[config.mk]
export PLATFORM = sky130hd
export DESIGN_NAME = frame_config_writer
export DESIGN_NICKNAME = d
export VERILOG_FILES = /design/src/rtl/frame_cfg_pkg.sv /design/src/rtl/frame_strobe_decode.sv /design/src/rtl/frame_config_writer.sv
export SDC_FILE = /design/constraint.sdc
export NUM_CORES = 1
export LEC_CHECK = 0
export BUFFER_PORTS_ARGS = -buffer_cell sky130_fd_sc_hd__buf_2
export CORE_AREA = 2 2 226 228
export CTS_BUF_LIST = sky130_fd_sc_hd__clkbuf_8
export DETAILED_ROUTE_END_ITERATION = 10
export DIE_AREA = 0 0 228 230
export PLACE_DENSITY = 0.67
export SLEW_MARGIN = 20
export SYNTH_ARGS = -nofsm -noshare
export SYNTH_HDL_FRONTEND = slang
export SYNTH_SLANG_ARGS = --single-unit
[constraint.sdc]
create_clock -name UserCLK -period 6.45 [get_ports UserCLK]
set_input_delay 0.645 -clock UserCLK [delete_from_list [all_inputs] [get_ports UserCLK]]
set_output_delay 0.645 -clock UserCLK [all_outputs]
set_load 0.01 [all_outputs]
[src/rtl/frame_cfg_pkg.sv]
// Shared constants, header field layout and FSM state type for the
// configuration frame writer.
package frame_cfg_pkg;

    localparam logic [31:0] SYNC     = 32'hFAB0_FAB1;
    localparam logic [31:0] DESYNC   = 32'hFAB0_FAB0;
    localparam logic [7:0]  HDR_MARK = 8'hA5;

    // Header word layout: [31:24] marker, [23:16] column, [4:0] frame index.
    localparam int HDR_MARK_LSB = 24;
    localparam int HDR_MARK_W   = 8;
    localparam int HDR_COL_LSB  = 16;
    localparam int HDR_COL_W    = 8;
    localparam int HDR_IDX_LSB  = 0;
    localparam int HDR_IDX_W    = 5;

    typedef enum logic [2:0] {
        ST_IDLE,
        ST_HEADER,
        ST_DATA,
        ST_STROBE,
        ST_HOLD
    } state_t;

    function automatic logic [HDR_MARK_W-1:0] hdr_mark(input logic [31:0] w);
        return w[HDR_MARK_LSB +: HDR_MARK_W];
    endfunction

    function automatic logic [HDR_COL_W-1:0] hdr_col(input logic [31:0] w);
        return w[HDR_COL_LSB +: HDR_COL_W];
    endfunction

    function automatic logic [HDR_IDX_W-1:0] hdr_idx(input logic [31:0] w);
        return w[HDR_IDX_LSB +: HDR_IDX_W];
    endfunction

endpackage

[src/rtl/frame_strobe_decode.sv]
// Registered frame-index to one-hot strobe decoder. Fires only when enabled
// and the latched column matches this writer's column; otherwise all-zero.
module frame_strobe_decode
    import frame_cfg_pkg::*;
#(
    parameter int          NumFrames = 20,
    parameter logic [7:0]  ColumnId  = 8'd0
) (
    input  logic                  clk,
    input  logic                  rst,
    input  logic                  i_fire,
    input  logic [HDR_COL_W-1:0]  i_col,
    input  logic [HDR_IDX_W-1:0]  i_idx,
    output logic                  o_hit,
    output logic [NumFrames-1:0]  o_strobe
);

    logic                 w_hit;
    logic [NumFrames-1:0] w_onehot;
    logic [NumFrames-1:0] r_strobe;

    assign w_hit = i_fire && (i_col == ColumnId);
    assign o_hit = w_hit;

    // One-hot image of the frame index; the index is range-checked upstream.
    always_comb begin
        for (int i = 0; i < NumFrames; i++) begin
            w_onehot[i] = (int'(i_idx) == i);
        end
    end

    // Strobe register: one cycle of one-hot per hit, zero otherwise.
    always_ff @(posedge clk) begin
        if (rst) begin
            r_strobe <= '0;
        end else if (w_hit) begin
            r_strobe <= w_onehot;
        end else begin
            r_strobe <= '0;
        end
    end

    assign o_strobe = r_strobe;

endmodule

[src/rtl/frame_config_writer.sv]
// Configuration frame writer: accepts a bitstream word stream, assembles one
// word per tile row and fires a single-cycle one-hot FrameStrobe per frame.
module frame_config_writer
    import frame_cfg_pkg::*;
#(
    parameter int         MaxFramesPerCol = 20,
    parameter int         FrameBitsPerRow = 32,
    parameter int         NumRows         = 16,
    parameter logic [7:0] ColumnId        = 8'd0
) (
    input  logic                                UserCLK,
    input  logic                                Reset,
    input  logic [FrameBitsPerRow-1:0]          s_data,
    input  logic                                s_valid,
    output logic                                s_ready,
    output logic [FrameBitsPerRow*NumRows-1:0]  FrameData,
    output logic [MaxFramesPerCol-1:0]          FrameStrobe,
    output logic                                synced,
    output logic                                err,
    output logic [15:0]                         frames_written
);

    localparam int RowW = (NumRows > 1) ? $clog2(NumRows) : 1;

    state_t                              r_state;
    state_t                              w_next_state;
    logic [RowW-1:0]                     r_row_cnt;
    logic [HDR_COL_W-1:0]                r_col;
    logic [HDR_IDX_W-1:0]                r_idx;
    logic                                r_err;
    logic [15:0]                         r_frames_written;
    logic [FrameBitsPerRow*NumRows-1:0]  r_frame_data;

    logic w_xfer;
    logic w_hdr_ok;
    logic w_last_row;
    logic w_fire;
    logic w_hit;

    assign w_xfer     = s_valid && s_ready;
    assign w_hdr_ok   = (hdr_mark(s_data) == HDR_MARK) &&
                        (int'(hdr_idx(s_data)) < MaxFramesPerCol);
    assign w_last_row = (r_row_cnt == RowW'(NumRows - 1));
    assign w_fire     = (r_state == ST_DATA) && w_xfer && w_last_row;

    // State register.
    // NOTE: every clocked process uses <= so all registers update from
    // the same pre-edge values regardless of process ordering.
    always_ff @(posedge UserCLK) begin
        if (Reset) begin
            r_state <= ST_IDLE;
        end else begin
            r_state <= w_next_state;
        end
    end

    // Next-state logic.
    // NOTE: the default assignment at the top keeps this purely
    // combinational; a path that skipped it would infer a latch.
    always_comb begin
        w_next_state = r_state;
        case (r_state)
            ST_IDLE: begin
                if (w_xfer && (s_data == SYNC)) w_next_state = ST_HEADER;
            end
            ST_HEADER: begin
                if (w_xfer) begin
                    if (s_data == DESYNC)  w_next_state = ST_IDLE;
                    else if (w_hdr_ok)     w_next_state = ST_DATA;
                end
            end
            ST_DATA: begin
                if (w_xfer && w_last_row) w_next_state = ST_STROBE;
            end
            ST_STROBE: w_next_state = ST_HOLD;
            ST_HOLD:   w_next_state = ST_HEADER;
            default:   w_next_state = ST_IDLE;
        endcase
    end

    // Moore outputs decoded from the registered state only.
    always_comb begin
        s_ready = 1'b0;
        synced  = 1'b0;
        case (r_state)
            ST_IDLE:   s_ready = 1'b1;
            ST_HEADER: begin s_ready = 1'b1; synced = 1'b1; end
            ST_DATA:   begin s_ready = 1'b1; synced = 1'b1; end
            ST_STROBE: synced = 1'b1;
            ST_HOLD:   synced = 1'b1;
            default:   s_ready = 1'b0;
        endcase
    end

    // Datapath: header latch, row counter, row registers, error and count.
    // NOTE: the row registers are a plain register bank (not a RAM), so
    // they take a defined zero on reset like every other register here.
    always_ff @(posedge UserCLK) begin
        if (Reset) begin
            r_row_cnt        <= '0;
            r_col            <= '0;
            r_idx            <= '0;
            r_err            <= 1'b0;
            r_frames_written <= '0;
            r_frame_data     <= '0;
        end else begin
            if ((r_state == ST_HEADER) && w_xfer && (s_data != DESYNC)) begin
                if (w_hdr_ok) begin
                    r_col     <= hdr_col(s_data);
                    r_idx     <= hdr_idx(s_data);
                    r_row_cnt <= '0;
                end else begin
                    r_err <= 1'b1;
                end
            end
            if ((r_state == ST_DATA) && w_xfer) begin
                r_frame_data[int'(r_row_cnt)*FrameBitsPerRow +: FrameBitsPerRow] <= s_data;
                r_row_cnt <= r_row_cnt + 1'b1;
            end
            if (w_hit) begin
                r_frames_written <= r_frames_written + 16'd1;
            end
        end
    end

    frame_strobe_decode #(
        .NumFrames (MaxFramesPerCol),
        .ColumnId  (ColumnId)
    ) u_strobe (
        .clk      (UserCLK),
        .rst      (Reset),
        .i_fire   (w_fire),
        .i_col    (r_col),
        .i_idx    (r_idx),
        .o_hit    (w_hit),
        .o_strobe (FrameStrobe)
    );

    assign FrameData      = r_frame_data;
    assign err            = r_err;
    assign frames_written = r_frames_written;

endmodule

# [Word level (Yosys, flattened, before mapping)]
# Index checks and enable logic that the tools add are counted.
[totals] out_inout_bits=551 regBits=569
[op_classes] eq_ne=32 add_sub_neg=3 order_cmp=1 n_bitwise=2 mux=12 reduce_logical=21 n_shift=2
[op_table] operator="$bwmux 512" count=1
[op_table] operator="$shift 32x33->512 const A" count=1
[op_table] operator="$shiftx 32x33->512" count=1
[op_table] operator="$eq 32x32->1 const B" count=2
[op_table] operator="$eq 5x5->1 const B" count=12
[op_table] operator="$neg 9->33" count=1
[op_table] operator="$ne 32x32->1 const B" count=1
[op_table] operator="$eq 5x4->1 const B" count=4
[op_table] operator="$add 16x1->16 const B" count=1
[op_table] operator="$mux 3" count=5
[op_table] operator="$pmux 3 s5" count=1
[op_table] operator="$mux 4" count=3
[op_table] operator="$eq 5x3->1 const B" count=2
[op_table] operator="$logic_and 1x1->1" count=9
[op_table] operator="$eq 8x8->1 const B" count=1
[op_table] operator="$logic_not 8->1" count=1
[op_table] operator="$eq 3x2->1 const B" count=2
[op_table] operator="$ne 2x2->1 const B" count=3
[op_table] operator="$reduce_and 2->1" count=3
[op_table] operator="$eq 5x2->1 const B" count=1
[op_table] operator="$logic_not 5->1" count=1
[op_table] operator="$lt 5x5->1 const B" count=1
[op_table] operator="$add 4x1->4 const B" count=1
[op_table] operator="$eq 4x4->1 const B" count=1
[op_table] operator="11 further kinds" count=14

# [Depth between registers and ports, before layout]
[logic_depth] depth_word=9 ltp_mapped=11 ltp_nobuf=7

# [Hierarchy]
# From an unflattened synthesis, not the netlist that was laid out.
[hier_totals] hier_cells=2556 area_unflattened_um2=21555.7
[modules_own_cells] mod="frame_config_writer" seq_area_each_um2=10990.5 area_per_inst_um2=20933.8 cells_each=2498 instances=1
[modules_own_cells] mod="frame_strobe_decode" seq_area_each_um2=400.4 area_per_inst_um2=621.8 cells_each=58 instances=1

# [Worst setup path after synthesis]
# No wires, ideal clock.
[synth_path] path_type="reg2reg" start="reg r_row_cnt[0]" end="reg r_frame_data[10], in the netlist FrameData[10]" setup_ps=132 n_path_buf=4 synth_period_minus_slack_ps=2643 stages_incl_launch_ff=12 path_slack_ps=3807 arrival_time_ps=2510 cell_sequence="dfxtp_1 -> clkbuf_1 -> inv_1 -> ha_1 -> clkbuf_1 -> or4_1 -> nor3_1 -> buf_2 -> nand4_1 -> clkbuf_1 -> nand2_1 -> a21oi_1"
[synth_via] elab_chain_len=3 word_cells_on_any_way=4
[synth_lines] item="start, declared" line="frame_config_writer.sv:27" text="logic [RowW-1:0] r_row_cnt;"
[synth_lines] item="start signal, assigned" line="frame_config_writer.sv:118" text="r_row_cnt <= r_row_cnt + 1'b1;"
[synth_lines] item="$neg 9->33 *" line="frame_config_writer.sv:117" text="r_frame_data[int'(r_row_cnt)*FrameBitsPerRow +: FrameBitsPerRow] <= s_data;"
[synth_lines] item="$shiftx 32x33->512 or $shift 32x33->512 (tied branches)" line="frame_config_writer.sv:117"
[synth_lines] item="$bwmux 512 *" line="frame_config_writer.sv:117"
[synth_lines] item="end signal, assigned by index" line="frame_config_writer.sv:117"
[synth_lines] item="end, declared" line="frame_config_writer.sv:32" text="logic [FrameBitsPerRow*NumRows-1:0] r_frame_data;"
# Every way passes the cells marked *; elsewhere a longest branch is shown, timed or not.
# A chain may end at the register's enable or synchronous reset.

# [Worst setup path in the final report]
[layout_path] start="reg r_row_cnt[0]" end="reg r_frame_data[143], in the netlist FrameData[143]"
# Same word-level chain as after synthesis.

==> results.py <==
metrics = {
    "flow_run": {
        "drv_cap": 0,
    },
    "finish": {
        "instances_no_fill": 3885,
        "drive_above_1_share_pct": 24.14,
        "num-nets-final": 3191,
        "area_growth_pct": 22.95,
    },
    "floorplanning": {
        "dieWidth_um": 228,
        "ioPinCount": 586,
        "initial_utilization_pct": 42.70,
        "core_um2": 49860,
        "fp.dieArea_um2": 52440,
        "die_h_um": 230,
        "rows": 82,
    },
    "synth": {
        "synthesis.area_um2": 21290,
        "syn_area_per_cell_um2": 7.850,
        "synth.distinct_cells": 53,
        "ys_ff_latch": 569,
        "yosysWarningCount": 0,
        "synth-main-ff-cell": "dfxtp_1",
        "ys_seq_area_share_pct": 53.50,
        "async_reset_ff_share_pct": 0,
        "netlist_instances": 2712,
        "syn_nets": 2753,
        "synth_edf_count": 0,
    },
    "sta": {
        "rsz0062_at_grt": "no",
        "fmax_mhz": 247.7,
        "layout_min_cycle_time_ps": 4038,
        "finalMaxSlewViolations": 0,
        "setup_violations": 0,
        "fin_crit_sh_pct": 62.60,
        "skew_ps": 33.43,
        "hold_viol": 0,
        "setup_tns_ps": 0,
        "worstMarginPinSlew_ps": 1132,
        "slew_headroom_pct": 24.54,
    },
    "critical_path": {
        "cpMostUsedCell": "buf_4",
        "crit_required_ps": 6940,
        "path_buf_inv": 3,
        "setup.worst_path.start_class": "flop",
        "crit_path_max_fanout": 99,
        "path_class": "reg -> reg",
        "arrival_ps": 4530,
        "cp-end-kind": "flop",
        "slowest_stage": "buf_4",
        "max_stage_delay_ps": 850,
        "path_cells": "inv_1 -> ha_1 -> nor3_2 -> buf_4 -> nand4_1 -> buf_4 -> nand2_1 -> a21oi_1",
        "crit_family": "buffers and inverters",
    },
    "drt": {
        "firstDrtPassIters": 6,
        "drc": 0,
        "finalWirelength_um": 85900,
        "drt-vias-per-instance": 5.581,
        "drtAntennaViolNets": 0,
        "vias": 21680,
        "wl_per_cell_um": 22.11,
        "initialDrtViolationCount": 2177,
    },
    "pwr": {
        "power_leakage_uw": 0.01058,
        "power.density_nw_per_um2": 262.3,
        "peakVddDrop_v": 0.0002141,
    },
    "cts": {
        "cts-buffers-inserted": 94,
        "clkTransAtPathRegs_ps": 60,
        "ctsResizeCount": 0,
        "cts-htree-levels": 3,
        "cts_buffer_depth": 3,
        "clock_latency_ps": 680,
        "clock-root-buffer": "clkbuf_8",
        "clkSinkCount": 569,
        "cts_hold_buf": 0,
        "cts_setup_buffers": 0,
        "cts_tree": "built",
    },
    "place": {
        "dp_cells": 3725,
        "io_buffer_count": 585,
        "gp_congestion": 0.8568,
        "dp_hpwl_um": 54820,
    },
    "global_route": {
        "grt_overflow": 0,
        "grt_antenna_before_repair": 1,
        "first_global_vias": 20010,
        "grt_max_degree": 205,
        "grtUsageTotal_pct": 31.10,
        "grt_pass1_wl_um": 124600,
    },
    "worst_hold_path": {
        "min_path_type": "reg -> reg",
    },
    "run_status": {
        "status": "complete, no violations",
    },
}
## cell usage in the layout (no fill, tap or decap), types with 5 or more instances in the layout
cell type,netlist,routed
a21oi_1,543,543
buf_2,48,584
buf_4,3,27
clkbuf_8,0,118
dfxtp_1,569,569
ha_1,6,6
inv_1,10,38
nand2_1,489,488
nand3_1,375,375
nand3b_1,7,7
nand4_1,36,36
nand4b_1,6,6
nor2_1,290,288
nor3_1,12,9
o21ai_0,12,12
or3_1,12,12
or4_1,5,5
## logic make-up after synthesis
| kind of cell | synth area share (%) |
|---|---|
| AO/OA/AOI/OAI | 13.48 |
| XOR/XNOR | 0.2821 |
| adder cells (fa/ha/maj) | 0.3526 |
| buffers and inverters | 5.366 |
| flip-flops | 53.50 |
| multiplexers | 0.09990 |
| AND/OR/NAND/NOR | 26.92 |
## cell type report
class,instances,area (um2)
flip-flops and latches,569,11390
well taps,672,840.8
multi-input cells,1860,8843
repair buffers,615,3208
inverters,10,37.54
clock buffers,118,1624
fillers,4766,23690
clock inverters,39,227.7
diodes,2,5.005
## path summary, 6_finish.rpt
| kind | slack [ps] | startpoint | to | depth (start not counted) |
|---|---|---|---|---|
| setup / recovery | 2410 | r_row_cnt[0] | FrameData[143] | 8 |
| hold / removal | 450 | FrameData[507] | FrameData[507] | 2 |
| setup reg to reg | 2410 | r_row_cnt[0] | FrameData[143] | 8 |
| hold reg to reg | 450 | FrameData[507] | FrameData[507] | 2 |
## worst register-to-register path, stage by stage (launching register included)
cell and delay [ps]:
dfxtp_1 610, inv_1 220, ha_1 480, nor3_2 230
buf_4 850, nand4_1 800, buf_4 480, nand2_1 120
a21oi_1 60
## sequential cells by signal, indices dropped and copies added (netlist names)
register	flops
FrameData	512
u_strobe.o_strobe	20
frames_written	16
r_col	8
r_idx	5
r_row_cnt	4
r_state	3
err	1
## metal layers
metal	track usage, %	wire, um
met5	0	0
met4	18.01	4682
met3	8.048	8468
met2	50.33	39840
met1	37.52	32910
## metrics by stage
step | total power [uW] | instance area (um2) | setup WS (ps) | hold slack (ps) | utilization, %
final | 6867 | 26180 | 2412 | 446.2 | 52.50
after global routing | 7059 | 26180 | 2137 | 459.6 | 52.49
after CTS | 6896 | 26130 | 2202 | 446.3 | 52.41
after detailed placement | 3771 | 24280 | 2254 | 442.4 | 48.70
after global placement | 3771 | 24280 | 2426 | 435.4 | 48.69
after floorplan | 3672 | 21290 | 3807 | 431.6 | -
## synth_stat cells, types with 4 or more instances
| cell type | instances | area share, % |
|---|---|---|
| dfxtp_1 | 569 | 54 |
| a21oi_1 | 543 | 13 |
| nand2_1 | 489 | 8.6 |
| nand3_1 | 375 | 8.8 |
| nor2_1 | 290 | 5.1 |
| clkbuf_1 | 210 | 3.7 |
| buf_2 | 48 | 1.1 |
| nand4_1 | 36 | 1.1 |
| nor3_1 | 12 | 0.28 |
| o21ai_0 | 12 | 0.28 |
| or3_1 | 12 | 0.35 |
| buf_1 | 10 | 0.18 |
| inv_1 | 10 | 0.18 |
| and4_1 | 8 | 0.33 |
| nand3b_1 | 7 | 0.25 |
| ha_1 | 6 | 0.35 |
| nand4b_1 | 6 | 0.25 |
| nor2b_1 | 5 | 0.15 |
| nor4_2 | 5 | 0.29 |
| or4_1 | 5 | 0.18 |
| and2_1 | 4 | 0.12 |
| nor4_1 | 4 | 0.12 |
| xnor2_1 | 4 | 0.16 |
## report_power, final
part	switching, uW	total [uW]	internal [uW]
sequential	0.00000000420	3520	3520
combinational	170	187	17.3
clock	1450	3160	1710
No activity file was read; power rests on OpenSTA's default activity.
